File: src/rtl/wishbone_pkg.sv
// wishbone_pkg: 32-bit Wishbone command bus types shared by the I/O bridge and its devices,
// plus the fault constants and state encoding of the I/O bus watchdog.
package wishbone_pkg;

  localparam int unsigned WB_TID_W = 8;

  typedef enum logic [1:0] {
    OKAY = 2'd0,
    ERR  = 2'd1,
    IRQ  = 2'd2
  } wb_err_t;

  typedef struct packed {
    logic                cyc;
    logic                stb;
    logic                we;
    logic [3:0]          sel;
    logic [31:0]         adr;
    logic [31:0]         dat;
    logic [WB_TID_W-1:0] tid;
  } wb_cmd_request32_t;

  typedef struct packed {
    logic                ack;
    wb_err_t             err;
    logic                rty;
    logic                next;
    logic                stall;
    logic [3:0]          pri;
    logic [WB_TID_W-1:0] tid;
    logic [31:0]         dat;
  } wb_cmd_response32_t;

  localparam logic [31:0] WB_IOWDOG_FAULT_DAT = 32'hDEADBEEF;
  localparam logic [3:0]  WB_IOWDOG_FAULT_PRI = 4'd8;

  typedef enum logic [2:0] {
    IDLE,
    COUNT,
    FAULT,
    HOLD,
    WAIT
  } wb_iowdog_state_t;

endpackage

File: src/rtl/wb_io_bus_watchdog32.sv
// wb_io_bus_watchdog32: terminates I/O bus cycles that no device acks within TIMEOUT clocks
// with an ERR response. Define WB_IOWDOG_CNT_EN to add the saturating fault_cnt_o counter.
module wb_io_bus_watchdog32
  import wishbone_pkg::*;
#(
  parameter int unsigned CHANNELS = 2,
  parameter int unsigned TIMEOUT  = 255,
  parameter int unsigned CW       = 16
) (
  input  logic                clk_i,
  input  logic                rst_ni,
  input  wb_cmd_request32_t   req_i,
  input  wb_cmd_response32_t  dev_resp_i [CHANNELS],
  output wb_cmd_response32_t  resp_o,
  output logic                fault_o,
  output logic [31:0]         fault_adr_o,
  output logic [WB_TID_W-1:0] fault_tid_o
`ifdef WB_IOWDOG_CNT_EN
  ,
  output logic [15:0]         fault_cnt_o
`endif
);

  localparam logic [CW-1:0] TIMEOUT_C = CW'(TIMEOUT);
  localparam logic [CW-1:0] CNT_ONE   = CW'(1);

  wb_iowdog_state_t    state_q, state_d;
  logic [CW-1:0]       cnt_q, cnt_d;
  logic [WB_TID_W-1:0] tid_q, tid_d;
  logic                dev_ack;
  logic                tid_changed;
  wb_cmd_response32_t  fault_resp;
  logic                unused_dev;
  logic                unused_req;

  assign unused_req  = ^{req_i.stb, req_i.we, req_i.sel, req_i.dat};
  assign tid_changed = req_i.cyc && (req_i.tid != tid_q);

  // IRQ/MSI acks travel through a separate bridge queue and never complete a cycle
  always_comb begin
    dev_ack    = 1'b0;
    unused_dev = 1'b0;
    for (int unsigned i = 0; i < CHANNELS; i++) begin
      if (dev_resp_i[i].ack && (dev_resp_i[i].err != IRQ)) dev_ack = 1'b1;
      unused_dev = unused_dev ^ (^{dev_resp_i[i]});
    end
  end

  always_comb begin
    fault_resp     = '0;
    fault_resp.ack = 1'b1;
    fault_resp.err = ERR;
    fault_resp.dat = WB_IOWDOG_FAULT_DAT;
    fault_resp.tid = tid_q;
    fault_resp.pri = WB_IOWDOG_FAULT_PRI;
  end

  always_comb begin
    state_d = state_q;
    cnt_d   = cnt_q;
    tid_d   = tid_q;
    unique case (state_q)
      IDLE: begin
        if (req_i.cyc) begin
          state_d = COUNT;
          cnt_d   = CNT_ONE;
          tid_d   = req_i.tid;
        end
      end
      COUNT: begin
        // a device ack on the final count wins over the timeout
        if (dev_ack) begin
          state_d = WAIT;
        end else if (!req_i.cyc) begin
          state_d = IDLE;
        end else if (tid_changed) begin
          cnt_d = CNT_ONE;
          tid_d = req_i.tid;
        end else if (cnt_q == TIMEOUT_C) begin
          state_d = FAULT;
        end else begin
          cnt_d = cnt_q + CNT_ONE;
        end
      end
      FAULT: state_d = HOLD;
      HOLD: begin
        if (!req_i.cyc) state_d = IDLE;
      end
      WAIT: begin
        if (!req_i.cyc) begin
          state_d = IDLE;
        end else if (tid_changed) begin
          state_d = COUNT;
          cnt_d   = CNT_ONE;
          tid_d   = req_i.tid;
        end
      end
      default: state_d = IDLE;
    endcase
  end

  // outputs are registered from the next state so the ack lands TIMEOUT+1 clocks after cyc
  always_ff @(posedge clk_i or negedge rst_ni) begin
    if (!rst_ni) begin
      state_q     <= IDLE;
      cnt_q       <= '0;
      tid_q       <= '0;
      resp_o      <= '0;
      fault_o     <= 1'b0;
      fault_adr_o <= '0;
      fault_tid_o <= '0;
    end else begin
      state_q <= state_d;
      cnt_q   <= cnt_d;
      tid_q   <= tid_d;
      fault_o <= (state_d == FAULT);
      if (state_d == FAULT) begin
        resp_o      <= fault_resp;
        fault_adr_o <= req_i.adr;
        fault_tid_o <= tid_q;
      end else if (state_d != HOLD) begin
        resp_o <= '0;
      end
    end
  end

`ifdef WB_IOWDOG_CNT_EN
  always_ff @(posedge clk_i or negedge rst_ni) begin
    if (!rst_ni) begin
      fault_cnt_o <= '0;
    end else if ((state_d == FAULT) && (fault_cnt_o != '1)) begin
      fault_cnt_o <= fault_cnt_o + 16'd1;
    end
  end
`endif

endmodule

File: config.mk
export PLATFORM = sky130hd
export DESIGN_NAME = wb_io_bus_watchdog32
export DESIGN_NICKNAME = d
export VERILOG_FILES = /design/src/rtl/wishbone_pkg.sv /design/src/rtl/wb_io_bus_watchdog32.sv
export SDC_FILE = /design/constraint.sdc
export NUM_CORES = 1
export LEC_CHECK = 0
export BUFFER_PORTS_ARGS = -buffer_cell sky130_fd_sc_hd__buf_2
export CAP_MARGIN = 20
export CELL_PAD_IN_SITES_DETAIL_PLACEMENT = 1
export CELL_PAD_IN_SITES_GLOBAL_PLACEMENT = 2
export CORE_ASPECT_RATIO = 0.5
export CORE_UTILIZATION = 19
export DETAILED_ROUTE_END_ITERATION = 6
export GPL_TIMING_DRIVEN = 0
export PLACE_DENSITY_LB_ADDON = 0.1
export SLEW_MARGIN = 20
export SYNTH_ARGS = -nofsm -noshare
export SYNTH_HDL_FRONTEND = slang
export SYNTH_SLANG_ARGS = --single-unit
File: constraint.sdc
create_clock -name clk_i -period 2.1 [get_ports clk_i]
set_input_delay 0.105 -clock clk_i [delete_from_list [all_inputs] [get_ports clk_i]]
set_output_delay 0.105 -clock clk_i [all_outputs]
set_load 0.05 [all_outputs]
==> results.rst <==
.. list-table::
   :header-rows: 1

   * - Metric
     - Value
   * - Maximum clock frequency
     - 0.461 GHz
   * - Count of final hold-check violations
     - 0
   * - Setup total negative slack
     - -2.33 ns
   * - EDFF count, synth
     - 0
   * - Avg Synthesized Cell Area
     - 9.17 um^2
   * - I/O pins
     - 272
   * - Number of vias in the routed layout
     - 3,594
   * - Main synth FF type
     - dfrtp_1
   * - Max-slew headroom at the worst pin
     - 41.3%
   * - GR Overflow Total
     - 0
   * - Minimum period implied by the final worst setup slack
     - 2.17 ns
   * - Sequence of cells on the critical path
     - or4_4 -> nor4_4 -> nand2_2 -> or3_4 -> buf_6 -> nand2b_4 -> a21boi_2
   * - Worst path arrival time
     - 2.43 ns
   * - CTS Buffer Depth
     - 2
   * - Avg Vias per Cell
     - 4.05
   * - Worst hold-check slack
     - 0.0293 ns
   * - First-pass GRT wire length
     - 20.3 mm
   * - Number of input and output port buffers inserted
     - 123
   * - Critical Path Slowest Stage Cell
     - or4_4
   * - Clock tree root buffer cell
     - clkbuf_16
   * - Run status
     - complete, but fails checks
   * - Delay contributed by the slowest stage of the critical path
     - 0.55 ns
   * - Slew at the pin closest to its max-slew limit
     - 0.881 ns
   * - Number of detailed-routing iterations run before antenna repair
     - 3
   * - Die span in y
     - 102 um
   * - Post-route ant nets
     - 0
   * - Diodes inserted
     - 0
   * - Final setup fails
     - 57
   * - Yosys reg bits
     - 77
   * - Simple logic cell fraction of the synthesized area
     - 23.9%
   * - Power density relative to cell area
     - 665 mW/mm^2
   * - Effective utilization at floorplan
     - 19.9%
   * - Clk slew on worst S/H paths
     - 0.07 ns
   * - Category of the most critical setup path
     - reg2reg
   * - Commonest non-fill, non-tap cell in the layout
     - buf_2
   * - Hold Path Class
     - in2reg
   * - Post-synth design cell area
     - 0.00377 mm^2
   * - TritonCTS clock tree
     - done
   * - Routed wirelength normalized by instance count
     - 14.2 um
   * - Post-synthesis share of cell area spent on xor and xnor gates
     - 1.86%
   * - Maximum number of pins on one net before global-route repair
     - 52
   * - Static Leak
     - 3.27 nW
   * - Proportion of synthesized area in mux cells
     - 2.39%
   * - Synth area leader
     - dfrtp_1
   * - Die Footprint
     - 0.0204 mm^2
   * - Dominant combinational cell family by area after synthesis
     - simple AND/OR/NAND/NOR gates
   * - Overall routing resource usage
     - 12.7%
   * - Crit share post-route
     - 103%
   * - Ratio of cells with drive above 1 in the final layout
     - 50.2%
   * - Count of final max-slew check failures
     - 0
   * - Number of levels in the clock H-tree
     - 3
   * - Kind of cell adding the most delay to the critical path
     - simple AND/OR/NAND/NOR gates
   * - Max-capacitance violation count
     - 0
   * - Worst vdd rail ir drop
     - 0.000383 V
   * - Most frequent cells in the layout
     - buf_2, nand2_1, dfrtp_1, buf_4, dlygate4sd3_1
   * - YS warnings
     - 0
   * - Overall die width
     - 201 um
   * - Std-Cell Core Area
     - 0.0189 mm^2
   * - Area share of the largest cell type after synthesis
     - 51.1%
   * - Data required time of the critical path
     - 2.36 ns
   * - Sum of net half-perimeters after detailed placement
     - 8.66 mm
   * - Capturing element type of the critical path
     - register
   * - Standard-cell row count
     - 35
   * - Unrepaired setup endpoints after global routing
     - yes
   * - Via count of the first global-routing pass
     - 3,750
   * - Count of different cell masters after synthesis
     - 45
   * - Buffers & Inverters on Critical Path
     - 1
   * - Adder and majority cell fraction of the synthesized area
     - 0.597%
   * - Failing checks
     - negative setup slack
   * - Growth of design area from synthesis to finish
     - 63.5%
   * - Number of buffers created by CTS
     - 9
   * - Synth area leaders
     - dfrtp_1, nand2_1, buf_4, mux2_2, a21oi_1
   * - Drc violations
     - 0
   * - Kind of start point of the critical path
     - register
   * - Routed wire length
     - 12.7 mm
   * - Initial antenna violation count
     - 0
   * - Worst Skew
     - 0.0103 ns
   * - Largest driver fanout on the critical path
     - 7
   * - Clock Sink Count
     - 77
   * - Synthesized instance count
     - 411
   * - Post-synthesis async set-or-reset flop share
     - 100%
   * - Starting DRT DRC Count
     - 90
   * - Sequential-to-total area share from yosys stat
     - 51.1%
   * - Final core occ
     - 32.6%
   * - Final setup margin
     - -0.0713 ns
   * - RD Place Congestion
     - 0.681
   * - Synth Area in Compound Gates
     - 8.33%
   * - Number of nets in the final layout
     - 806
   * - Clk_lat worst skew
     - 0.34 ns
## Yosys cell counts (all sizes together), types with 2 or more instances
cell and count:
nor3 4, o211a 2, a21o 2, nor4 7, dfrtp 77, or4 5, o22ai 3, inv 7
or3 11, xor2 8, buf 54, nor2 6, nand2b 8, or2 3, mux2 8, nand3 3
o21ai 12, and3 2, a211oi 2, nand2 145, a21oi 15, o31ai 2, a22o 2, nand4 8
clkbuf 3
## power breakdown
group	switching [W]	internal, W	total [W]
logic	0.000441	0.000361	0.000802
registers	0.0000991	0.00157	0.00166
clock network	0.000694	0.000941	0.00163
## stage by stage
| step | instances | power, W | setup WS, ns | cell area, um^2 |
|---|---|---|---|---|
| after detailed placement | 809 | 0.00230 | -0.611 | 4810 |
| after floorplan | 425 | 0.00208 | 0.112 | 3820 |
| after CTS | 881 | 0.00414 | -0.0970 | 5840 |
| after global routing | 888 | 0.00433 | -0.175 | 6160 |
| final | 888 | 0.00410 | -0.0713 | 6160 |
| after global placement | 807 | 0.00229 | -0.671 | 4760 |
## final cells by class
cell class                      count  area, um^2
Sequential cell                    77        1930
Tap cell                          259         324
Timing Repair Buffer              189        1290
Clock inverter                      7        83.8
Multi-Input combinational cell    284        1810
Fill cell                        2218       12800
Clock buffer                        9         225
Buffer                             56         478
Inverter                            7        26.3
## kinds of logic after synthesis
logic type                 after synthesis
AOI/OAI and AO/OA                       48
xor gates and xnor gates                 8
adders and majority gates                2
buffers and inverters                   64
DFF                                     77
muxes                                    8
other                                    1
and+or+nand+nor                        203
## layer usage
| metal | global-route usage [%] | vias to the layer above | part of all wire [%] |
|---|---|---|---|
| li1 | - | 1744 | - |
| met1 | 16.0 | 1784 | 47 |
| met2 | 22.6 | 59 | 49 |
| met3 | 2.90 | 7 | 3.2 |
| met4 | 2.80 | 0 | 0.67 |
| met5 | 0 | - | 0 |
## path summary, 6_finish.rpt
path	from	end	slack, ns	cells past startpoint
worst max-delay path	cnt_q[11]$_DFFE_PN0P_	resp_o[30]$_DFFE_PN0P_	-0.07	7
worst min-delay path	req_i[6]	tid_q[6]$_DFFE_PN0P_	0.03	2
worst max register to register	cnt_q[11]$_DFFE_PN0P_	resp_o[30]$_DFFE_PN0P_	-0.07	7
worst min register to register	fault_adr_o[23]$_DFFE_PN0N_	fault_adr_o[23]$_DFFE_PN0N_	0.46	2
max in group asynchronous	rst_ni	cnt_q[9]$_DFFE_PN0P_	1.31	3
min in group asynchronous	rst_ni	fault_adr_o[28]$_DFFE_PN0N_	0.21	2
## timing repair
item	in CTS	in global routing
setup buffers	20	6
pin swaps	39	26
gates cloned	3	2
hold buffers	33	0
endpoints found under the setup margin	74	68
hold endpoints to repair	93	0
gates resized for setup	56	68
## flip-flops by register name, summed over array words and instances, names as in the netlist
register / cells
cnt_q: 16
fault_adr_o: 32
fault_o: 1
fault_tid_o: 8
resp_o: 9
state_q: 3
tid_q: 8
Note: power is estimated with default switching activity, not from simulation.
